[config.mk]
export PLATFORM = sky130hd
export DESIGN_NAME = mul_seq
export DESIGN_NICKNAME = d
export VERILOG_FILES = /design/src/rtl/mul_seq.sv
export SDC_FILE = /design/constraint.sdc
export NUM_CORES = 1
export LEC_CHECK = 0
export BUFFER_PORTS_ARGS = -buffer_cell sky130_fd_sc_hd__buf_2
export CAP_MARGIN = 20
export CORE_AREA = 2 2 89 91
export CTS_CLUSTER_SIZE = 8
export DETAILED_ROUTE_END_ITERATION = 8
export DIE_AREA = 0 0 91 93
export PLACE_DENSITY = 0.54
export SYNTH_ARGS = -nofsm -noshare
export SYNTH_HDL_FRONTEND = slang
export SYNTH_SLANG_ARGS = --single-unit
[constraint.sdc]
create_clock -name clk -period 4.95 [get_ports clk]
set_clock_uncertainty 0.2 [all_clocks]
set_input_delay 0 -clock clk [delete_from_list [all_inputs] [get_ports clk]]
set_output_delay 0 -clock clk [all_outputs]
set_load 0.05 [all_outputs]
[src/rtl/mul_seq.sv]
// mul_seq: shift-add multiplier, one multiplier bit per cycle. Optional signed mode via MUL_SEQ_SIGNED_EN.
// Latency: done is seen WIDTH edges after the accepting edge. Result is held until the next one completes.
// Backpressure: start is accepted only while busy=0 (IDLE or DONE), and is ignored while busy.
module mul_seq #(
    parameter int WIDTH = 5
) (
    input  logic                 clk,
    input  logic                 rst_n,
    input  logic                 start,
    input  logic [WIDTH-1:0]     x,
    input  logic [WIDTH-1:0]     y,
`ifdef MUL_SEQ_SIGNED_EN
    input  logic                 sgn,
`endif
    output logic                 busy,
    output logic                 done,
    output logic [2*WIDTH-1:0]   out
);

    localparam int CW = $clog2(WIDTH);

    typedef enum logic [1:0] {S_IDLE, S_RUN, S_DONE} state_t;

    state_t               state_q, state_d;
    logic [2*WIDTH-1:0]   mcand_q;
    logic [WIDTH-1:0]     mplier_q;
    logic [CW-1:0]        cnt_q;
    logic [2*WIDTH-1:0]   acc_q;
    logic [2*WIDTH-1:0]   out_q;
    logic                 busy_q, busy_d;
    logic                 done_q, done_d;
    logic                 accept;
    logic                 last_bit;
    logic [2*WIDTH-1:0]   pp;
    logic [2*WIDTH-1:0]   acc_nxt;
    logic [2*WIDTH-1:0]   x_ext;
`ifdef MUL_SEQ_SIGNED_EN
    logic                 sgn_q;
`endif

    assign accept   = start && (state_q != S_RUN);
    assign last_bit = (cnt_q == CW'(WIDTH - 1));
    assign pp       = mcand_q << cnt_q;

`ifdef MUL_SEQ_SIGNED_EN
    assign x_ext = {{WIDTH{x[WIDTH-1] & sgn}}, x};
    // In two's complement the multiplier MSB carries negative weight.
    always_comb begin
        acc_nxt = acc_q;
        if (mplier_q[0]) begin
            if (sgn_q && last_bit) acc_nxt = acc_q - pp;
            else                   acc_nxt = acc_q + pp;
        end
    end
`else
    assign x_ext   = {{WIDTH{1'b0}}, x};
    assign acc_nxt = mplier_q[0] ? (acc_q + pp) : acc_q;
`endif

    always_ff @(posedge clk or negedge rst_n) begin
        if (!rst_n) state_q <= S_IDLE;
        else        state_q <= state_d;
    end

    always_comb begin
        state_d = state_q;
        case (state_q)
            S_IDLE:  if (start) state_d = S_RUN;
            S_RUN:   if (last_bit) state_d = S_DONE;
            S_DONE:  state_d = start ? S_RUN : S_IDLE;
            default: state_d = S_IDLE;
        endcase
    end

    // Flags are decoded from the next state so the ports are driven straight from flops.
    always_comb begin
        busy_d = (state_d == S_RUN);
        done_d = (state_d == S_DONE);
    end

    always_ff @(posedge clk or negedge rst_n) begin
        if (!rst_n) begin
            busy_q   <= 1'b0;
            done_q   <= 1'b0;
            mcand_q  <= '0;
            mplier_q <= '0;
            cnt_q    <= '0;
            acc_q    <= '0;
            out_q    <= '0;
`ifdef MUL_SEQ_SIGNED_EN
            sgn_q    <= 1'b0;
`endif
        end else begin
            busy_q <= busy_d;
            done_q <= done_d;
            if (accept) begin
                mcand_q  <= x_ext;
                mplier_q <= y;
                cnt_q    <= '0;
                acc_q    <= '0;
`ifdef MUL_SEQ_SIGNED_EN
                sgn_q    <= sgn;
`endif
            end else if (state_q == S_RUN) begin
                acc_q    <= acc_nxt;
                mplier_q <= mplier_q >> 1;
                cnt_q    <= cnt_q + CW'(1);
                if (last_bit) out_q <= acc_nxt;
            end
        end
    end

    assign busy = busy_q;
    assign done = done_q;
    assign out  = out_q;

endmodule

# == Word level (Yosys, flattened, before mapping) ==
# Index checks and enable logic that the tools add are counted.
# W data, S select, Z words.
# word_totals
register_bits,37
inputBits,13
out_inout_bits,12
elab_cells,33
# classes
add_sub_neg,2
n_eq_ne,6
shifts,1
muxes,11
n_bitwise,1
n_reduce_logical,4
# ops
op,count
$mux W10,3
$add A10 B10 Y10,1
$mux W5,2
$shl A5 B3 Y10,1
$mux W3,2
$pmux W2 S3,1
$eq A2 B1 Y1 const B,2
$eq A2 B2 Y1 const B,2
$mux W2,2
$add A3 B1 Y3 const B,1
$eq A3 B3 Y1 const B,1
$reduce_and A3 Y1,1
$logic_not A2 Y1,1
$ne A2 B1 Y1 const B,1
$reduce_bool A2 Y1,1
$logic_and A1 B1 Y1,1
$mux W1,1
$not A1 Y1,1

# == Depth between registers and ports, before layout ==
# Gate-level depths: netlist of run 1.
# logic_depth
word_depth,5
ltp_mapped,12
ltp_nobuf,11

# == Worst setup path after synthesis of run 1 ==
# Ideal clock, no wire load.
# synth_timing
path_type,reg2reg
start,register cnt_q[1]
end,register acc_q[9]
setup_ns,0.069
arrival_time_ns,2.631
required_ns,4.681
slack_ns,2.050
path_stages_with_launch,11
n_path_buf,1
period_less_slack_ns,2.900
cell_sequence,dfrtp_1 clkbuf_1 mux2_2 o21ai_0 o22ai_1 ha_1 nand4b_1 a211oi_1 o21ai_0 a31o_1 nand3_1
# synth_between
elab_chain_cells,5
# synth_lines
item,line_no,text
start: declaration,27,logic [CW-1:0] cnt_q;
start signal: assignment,107,cnt_q <= cnt_q + CW'(1);
$shl A5 B3 Y10,43,assign pp = mcand_q << cnt_q;
$add A10 B10 Y10,57,assign acc_nxt = mplier_q[0] ? (acc_q + pp) : acc_q;
$mux W10,57,
$mux W10,104,end else if (state_q == S_RUN) begin
$mux W10,96,if (accept) begin
end signal: assignment,105,acc_q <= acc_nxt;
end: declaration,28,logic [2*WIDTH-1:0] acc_q;
# No other way between the ends. The select of a mux whose other input is x is not followed.
# A chain may end at the register's enable or synchronous reset.

# == Worst setup path after layout of run 1 ==
# Same ends and word-level chain as after synthesis.

==> results of run 1 <==
[cell type report]
type                            instances  area (µm²)  share of cell area, %
Timing Repair Buffer                   42         298                   11.2
Clock buffer                            7        86.3                   3.24
Tap cell                              102         128                   4.79
Inverter                                7        26.3                  0.987
Multi-Input combinational cell        177        1200                   45.0
Sequential cell                        37         926                   34.8
[stage by stage]
step / power [µW] / instances / cell area, µm²
2_1_floorplan: 1350 / 233 / 2200
3_3_place_gp: 1560 / 348 / 2410
3_5_place_dp: 1570 / 348 / 2410
4_1_cts: 1820 / 372 / 2660
5_1_grt: 1960 / 372 / 2660
6_report: 1800 / 372 / 2660
[Yosys cell counts (2+ instances only)]
library cell / number / area (µm²)
nand2b_1: 2 / 12.5
o22ai_1: 4 / 25.0
buf_1: 2 / 7.51
inv_1: 7 / 26.3
a22o_1: 7 / 61.3
o31ai_1: 3 / 22.5
a211oi_1: 2 / 15.0
xnor2_1: 6 / 52.6
and2_1: 2 / 12.5
or3_1: 2 / 12.5
nor2b_1: 3 / 18.8
nand4_1: 2 / 12.5
nor2_1: 7 / 26.3
nand3_1: 4 / 20.0
clkbuf_1: 8 / 30.0
nor3_1: 2 / 10.0
a21o_1: 3 / 22.5
o21ai_0: 26 / 130
ha_1: 11 / 138
dfrtp_1: 37 / 926
mux2_2: 7 / 78.8
nand2_1: 38 / 143
nor3b_1: 2 / 15.0
a21oi_1: 12 / 60.1
nand4b_1: 2 / 17.5
buf_2: 2 / 10.0
o21bai_1: 2 / 15.0
mux2i_1: 17 / 170
[what timing repair did]
action	CTS	global route
hold buffers	17	0
buffers inserted	0	0
endpoints found under the hold margin	51	0
[sequential cells by signal, indices dropped and copies added (netlist names)]
register	count
mplier_q	5
acc_q	10
out	10
busy	1
done	1
mcand_q	5
cnt_q	3
state_q	2
[power groups by stage]
stage,logic (µW),registers [µW],clock network (µW)
after floorplan,714,636,0
after global placement,985,573,0
after detailed placement,1000,574,0
after CTS,1020,569,227
after global routing,1130,591,238
final,1020,568,214
[cells in the final DEF (no fill, tap or decap), drive strengths merged, types with 11 or more instances in the layout]
cell type / count
nand2: 38
dfrtp: 37
o21ai: 26
buf: 25
mux2i: 17
dlygate4sd3: 17
a21oi: 13
ha: 11
[layer usage]
| layer | global-route usage, % | wire length [µm] |
|---|---|---|
| met1 | 16.4 | 2500 |
| met2 | 19.4 | 2140 |
| met3 | 2.74 | 135 |
| met4 | 4.04 | 54 |
| met5 | 0 | 0 |
[logic make-up after synthesis]
logic type / Yosys count
xor gates and xnor gates: 7
AOI/OAI and AO/OA: 63
buffers and inverters: 19
adders and majority gates: 12
DFF: 37
muxes: 24
and+or+nand+nor: 71
[path summary, 6_finish.rpt]
kind	startpoint	endpoint	slack, ps	cells after the start
worst min-delay path	rst_n	busy$_DFF_PN0_	150	2
worst max-delay path	cnt_q[1]$_DFFE_PN0P_	acc_q[9]$_DFFE_PN0P_	1810	8
worst min register to register	out[7]$_DFFE_PN0P_	out[7]$_DFFE_PN0P_	270	2
max in group asynchronous	rst_n	acc_q[1]$_DFFE_PN0P_	3870	2
min in group clk	out[7]$_DFFE_PN0P_	out[7]$_DFFE_PN0P_	270	2
worst max register to register	cnt_q[1]$_DFFE_PN0P_	acc_q[9]$_DFFE_PN0P_	1810	8
==> results.py, run 1 <==
metrics = {
    "grt": {
        "grt_pass1_wl_um": 8310,
        "grt_pass1_vias": 1753,
        "track_usage_pct": 12.2,
        "antenna_found_initial": 0,
        "grt_start_max_net_pins": 38,
        "gr-total-overflow": 0,
    },
    "power": {
        "combinationalPowerShare_pct": 56.6,
        "p_seq_share_pct": 31.5,
        "p_sw_uw": 859,
        "power.internal_uw": 943,
        "vdd_drop_max_v": 0.000177,
        "p_per_area_mw_per_mm2": 677,
        "p_sw_share_pct": 47.7,
        "leakage_uw": 0.00124,
        "clockPowerShare_pct": 11.9,
    },
    "yosys": {
        "ys_async_sr_fraction_pct": 100,
        "yosysWarnings": 0,
        "synth_xor_area_share_pct": 2.79,
        "syn_area_mm2": 0.00220,
        "synth-simple-area-share_pct": 15.4,
        "ys.flop_type": "dfrtp_1",
        "synth_nets": 258,
        "synthCells": 233,
        "synth_top_family_by_area": "compound AO/OA/AOI/OAI gates",
        "synth.avg_cell_area_um2": 9.44,
        "yosys_register_bits": 37,
        "synth_compound_area_share_pct": 17.8,
        "synth_edf_count": 0,
        "seq_area_frac_synth_pct": 42.1,
        "synthAdderAreaFrac_pct": 7.17,
        "synth_cell_types": 39,
        "muxShareOfSynthArea_pct": 11.3,
    },
    "place": {
        "gp_congestion": 0.847,
        "dp.final_hpwl_um": 3430,
        "post-place-ws_ps": 1870,
        "port_buffers": 24,
    },
    "routing": {
        "wl_um": 4830,
        "drt_first_iter_violations": 88,
        "drc_errors": 0,
        "via_per_inst": 4.76,
        "firstDrtPassIters": 4,
        "postRouteAntennaNets": 0,
        "vias": 1770,
        "wl_per_cell_um": 13.0,
    },
    "worst_setup_path": {
        "critPathTopFamily": "compound AO/OA/AOI/OAI gates",
        "setup.worst_path.class": "register to register",
        "crit_fanout": 12,
        "startpoint_type": "register",
        "critPathBufInv": 1,
        "worstPathRequired_ps": 4970,
        "critPathMaxStageDelay_ps": 600,
        "crit_path_top_delay_cell": "dfrtp_1",
        "cp-end-kind": "register",
        "crit_arrival_ps": 3160,
        "crit_chain": "inv_1, o31ai_1, ha_1, a21oi_1, o21ai_0, or3_1, a31o_1, nand3_1",
    },
    "timing": {
        "fmax_mhz": 319,
        "maxSlewViolCount": 0,
        "rsz0062_at_grt": "no",
        "finalHoldViolations": 0,
        "setup_viol": 0,
        "period_needed_ps": 3140,
        "fin_tns_setup_ps": 0,
        "worst_pin_slew_ps": 843,
        "worst_slew_margin_rel_pct": 43.8,
        "fin_crit_sh_pct": 63.4,
        "fin_ws_ps": 1810,
        "timing.hold.ws_ps": 155,
    },
    "cells_and_area": {
        "finalNetCount": 295,
        "area_delta_synth_final_pct": 21.1,
        "antenna_cells": 0,
        "layout-drive-gt1-share_pct": 15.2,
        "fill_cells": 808,
        "finish.utilization_pct": 35.4,
    },
    "cts": {
        "cts_tree": "done",
        "clockBufferDepth": 2,
        "cts-root-buf": "clkbuf_8",
        "htreeDepth": 2,
        "clock_latency_ps": 280,
        "ctsResizeCount": 0,
        "cts.sinks": 37,
        "cts_buffers": 5,
        "cts.reportedPaths.clkPinSlew_ps": 70,
    },
    "floorplanning": {
        "die_w_um": 91,
        "core_region_area_mm2": 0.00753,
        "start_util_pct": 29.2,
        "dieHeight_um": 93,
        "die-area_mm2": 0.00846,
        "io_pins": 25,
        "rows": 32,
    },
    "job": {
        "max_cap_viol_count": 0,
    },
    "hold_path": {
        "holdCritPathClass": "input pin to asynchronous set/reset pin",
    },
    "run_status": {
        "outcome": "completed",
    },
}
Power figures use the tool's default switching activity.
==> run 2, diff against run 1 <==
--- a/config.mk
+++ b/config.mk
@@ -5,6 +5,7 @@
 export SDC_FILE = /design/constraint.sdc
 export NUM_CORES = 1
 export LEC_CHECK = 0
+export ABC_AREA = 1
 export BUFFER_PORTS_ARGS = -buffer_cell sky130_fd_sc_hd__buf_2
 export CAP_MARGIN = 20
 export CORE_AREA = 2 2 89 91
==> constraint.sdc (replaced) <==
create_clock -name clk -period 3.2 [get_ports clk]
set_clock_uncertainty 0.2 [all_clocks]
set_input_delay 0 -clock clk [delete_from_list [all_inputs] [get_ports clk]]
set_output_delay 0 -clock clk [all_outputs]
set_load 0.05 [all_outputs]
==> run 2 against run 1 <==
Utilization down 0.23 points. Worst hold slack better by 5.8 ps. First-iteration DRC count down 24%. Sequential share of layout area up 0.23 points. Count of clock-buffer cells in the layout unchanged. Synthesized cell count up 24%. Non-clock buffer count down 4. Via count up 8.0%. Critical path type unchanged. Critical endpoint is now out[9]$_DFFE_PN0P_. Highest routed layer unchanged.
==> results.py, run 2 <==
metrics = {
    "routing": {
        "wl_um": 5200,
        "firstDrtPassIters": 4,
        "via_per_inst": 4.44,
        "vias": 1911,
        "postRouteAntennaNets": 0,
        "drc_errors": 0,
        "drt_first_iter_violations": 67,
        "wl_per_cell_um": 12.1,
    },
    "floorplanning": {
        "start_util_pct": 29.2,
        "die_w_um": 91,
        "core_region_area_mm2": 0.00753,
        "io_pins": 25,
        "die-area_mm2": 0.00846,
        "dieHeight_um": 93,
        "rows": 32,
    },
    "cells_and_area": {
        "multi_input_area_mm2": 0.00110,
        "final_cell_area_mm2": 0.00265,
        "final_cells": 430,
        "area_delta_synth_final_pct": 20.3,
        "antenna_cells": 0,
        "seqCellArea_um2": 926,
        "layout-drive-gt1-share_pct": 16.5,
        "fill_cells": 843,
        "finalNetCount": 352,
        "final_common_cell": "nand2_1",
        "final_cell_mix": "nand2_1 (105), dfrtp_1 (37), inv_1 (26)",
    },
    "power": {
        "leakage_uw": 0.00137,
        "power.internal_uw": 1430,
        "p_per_area_mw_per_mm2": 1120,
        "p_sw_share_pct": 51.7,
        "p_seq_share_pct": 29.2,
        "p_sw_uw": 1530,
        "clockPowerShare_pct": 12.7,
        "vdd_drop_max_v": 0.000476,
        "combinationalPowerShare_pct": 58.1,
    },
    "worst_setup_path": {
        "cp-end-kind": "register",
        "critPathTopFamily": "simple AND/OR/NAND/NOR gates",
        "crit_arrival_ps": 2720,
        "crit_chain": "inv_6, nand2_1, nand2_1, inv_1, nand2_1, o21ai_0, o21ai_0, ha_1, a21oi_2, nand2_1, nand2_1, nand3_1, nand2_1, nand3_2, nand3_1, nand2_1",
        "crit_fanout": 9,
        "reg2reg_from": "cnt_q[0]$_DFFE_PN0P_",
        "crit_path_top_delay_cell": "dfrtp_1",
        "r2r_cells": 16,
        "setup.worst_path.class": "register to register",
        "critPathMaxStageDelay_ps": 510,
        "worstPathRequired_ps": 3180,
        "rrSetupSlack_ps": 460,
        "critPathBufInv": 2,
        "cpMostUsedCell": "nand2_1",
        "crit_end": "out[9]$_DFFE_PN0P_",
        "crit_cells": 16,
        "startpoint_type": "register",
        "r2r_end": "out[9]$_DFFE_PN0P_",
        "critical_path.startpoint": "cnt_q[0]$_DFFE_PN0P_",
    },
    "grt": {
        "track_usage_pct": 13.4,
        "grt_pass1_wl_um": 9090,
        "grt_pass1_vias": 1930,
        "antenna_found_initial": 0,
        "gr-total-overflow": 0,
        "grt_start_max_net_pins": 38,
    },
    "yosys": {
        "synth_edf_count": 0,
        "synth-simple-area-share_pct": 31.0,
        "muxShareOfSynthArea_pct": 0,
        "synth_xor_area_share_pct": 1.19,
        "synth_compound_area_share_pct": 10.6,
        "ys.flop_type": "dfrtp_1",
        "yosysTopAreaCellShare_pct": 42.1,
        "synthAdderAreaFrac_pct": 7.17,
        "yosys_register_bits": 37,
        "synth.avg_cell_area_um2": 7.61,
        "ys_async_sr_fraction_pct": 100,
        "synth_cell_types": 32,
        "synth_top_family_by_area": "simple AND/OR/NAND/NOR gates",
        "synth.most_common_cell": "nand2_1",
        "yosysWarnings": 0,
        "synthTopCellsByArea": "dfrtp_1 (42%), nand2_1 (18%), ha_1 (6.3%)",
        "synthCells": 289,
        "yosysTopAreaCell": "dfrtp_1",
        "synthTopCellsByCount": "nand2_1 (105), dfrtp_1 (37), inv_1 (26)",
        "seq_area_frac_synth_pct": 42.1,
        "syn_area_mm2": 0.00220,
        "synth_nets": 314,
    },
    "place": {
        "dp.final_hpwl_um": 3770,
        "gp_congestion": 0.901,
        "dp_cells": 409,
        "placed_cell_area_mm2": 0.00241,
        "port_buffers": 24,
    },
    "timing": {
        "maxSlewViolCount": 0,
        "fin_crit_sh_pct": 85.5,
        "worst_slew_margin_rel_pct": 43.3,
        "period_needed_ps": 2740,
        "rsz0062_at_grt": "no",
        "worst_pin_slew_ps": 851,
        "finalHoldViolations": 0,
        "fin_tns_setup_ps": 0,
        "setup_viol": 0,
        "fmax_mhz": 365,
    },
    "hold_path": {
        "holdCritPathClass": "input pin to asynchronous set/reset pin",
    },
    "cts": {
        "cts.sinks": 37,
        "clockBufferDepth": 2,
        "post-cts-setup-buffers": 0,
        "cts.reportedPaths.clkPinSlew_ps": 80,
        "ctsResizeCount": 0,
        "htreeDepth": 2,
        "cts_tree": "done",
        "cts_buffers": 5,
        "cts-root-buf": "clkbuf_8",
        "clock_latency_ps": 290,
    },
    "run_status": {
        "outcome": "completed",
    },
    "job": {
        "max_cap_viol_count": 0,
    },
}
==> run 2: cell count changes after synthesis, sizes merged, moves of 5 or more <==
cell    previous run  this run
mux2               7         0
clkbuf             8         1
xnor2              6         1
a22o               7         0
nor2               7        13
nand2             38       111
a21oi             13         5
mux2i             17         0
nand3              5        24
inv                7        33
==> run 2: repair_timing <==
item | in CTS | in global routing
endpoints found under the hold margin | 56 | 0
endpoints found under the setup margin | 0 | 0
hold buffers | 13 | 0
==> run 2: kinds of logic after synthesis <==
family          Yosys count
simple gates            155
compound gates           42
buf+inv                  40
flops                    37
fa+ha+maj                12
xor+xnor                  3
==> run 2: worst min-delay path by stage <==
stage	from	end	slack (ps)	depth (start not counted)
finish	rst_n	cnt_q[2]$_DFFE_PN0P_	160	2
global route	rst_n	cnt_q[2]$_DFFE_PN0P_	240	2
CTS	rst_n	cnt_q[2]$_DFFE_PN0P_	180	2
detailed placement	rst_n	out[5]$_DFFE_PN0P_	-40	1
global placement	rst_n	out[5]$_DFFE_PN0P_	-40	1
floorplan	rst_n	acc_q[0]$_DFFE_PN0P_	-500	0
==> run 2: layer usage <==
metal	part of all wire [%]	GRT usage (%)	routed length, µm
met5	0	0	0
met4	1.4	3.91	74
met2	44	21.8	2300
met3	4.3	2.58	223
met1	50	18.1	2600
==> run 2: area by class of cell <==
| class | instances | share of cell area (%) |
|---|---|---|
| Tap cell | 102 | 4.82 |
| Multi-Input combinational cell | 212 | 41.6 |
| Clock buffer | 7 | 3.64 |
| Sequential cell | 37 | 35.0 |
| Timing Repair Buffer | 38 | 9.74 |
| Clock inverter | 1 | 0.331 |
| Inverter | 33 | 4.87 |
==> run 2: power by group through the flow <==
stage               Clock (µW)  Combinational (µW)  Sequential, µW
finish                     378                1720             866
global route               414                1960             902
CTS                        389                1730             868
detailed placement           0                1710             877
global placement             0                1690             875
floorplan                    0                1170            1050
==> run 2: through the flow <==
step / setup slack [ps] / power [µW] / util [%] / hold slack, ps
floorplan: 979 / 2220 / - / -496
global placement: 538 / 2570 / 32.0 / -38.2
detailed placement: 509 / 2580 / 32.0 / -35.6
CTS: 491 / 2990 / 35.1 / 183
global route: 238 / 3280 / 35.1 / 242
finish: 463 / 2970 / 35.1 / 161
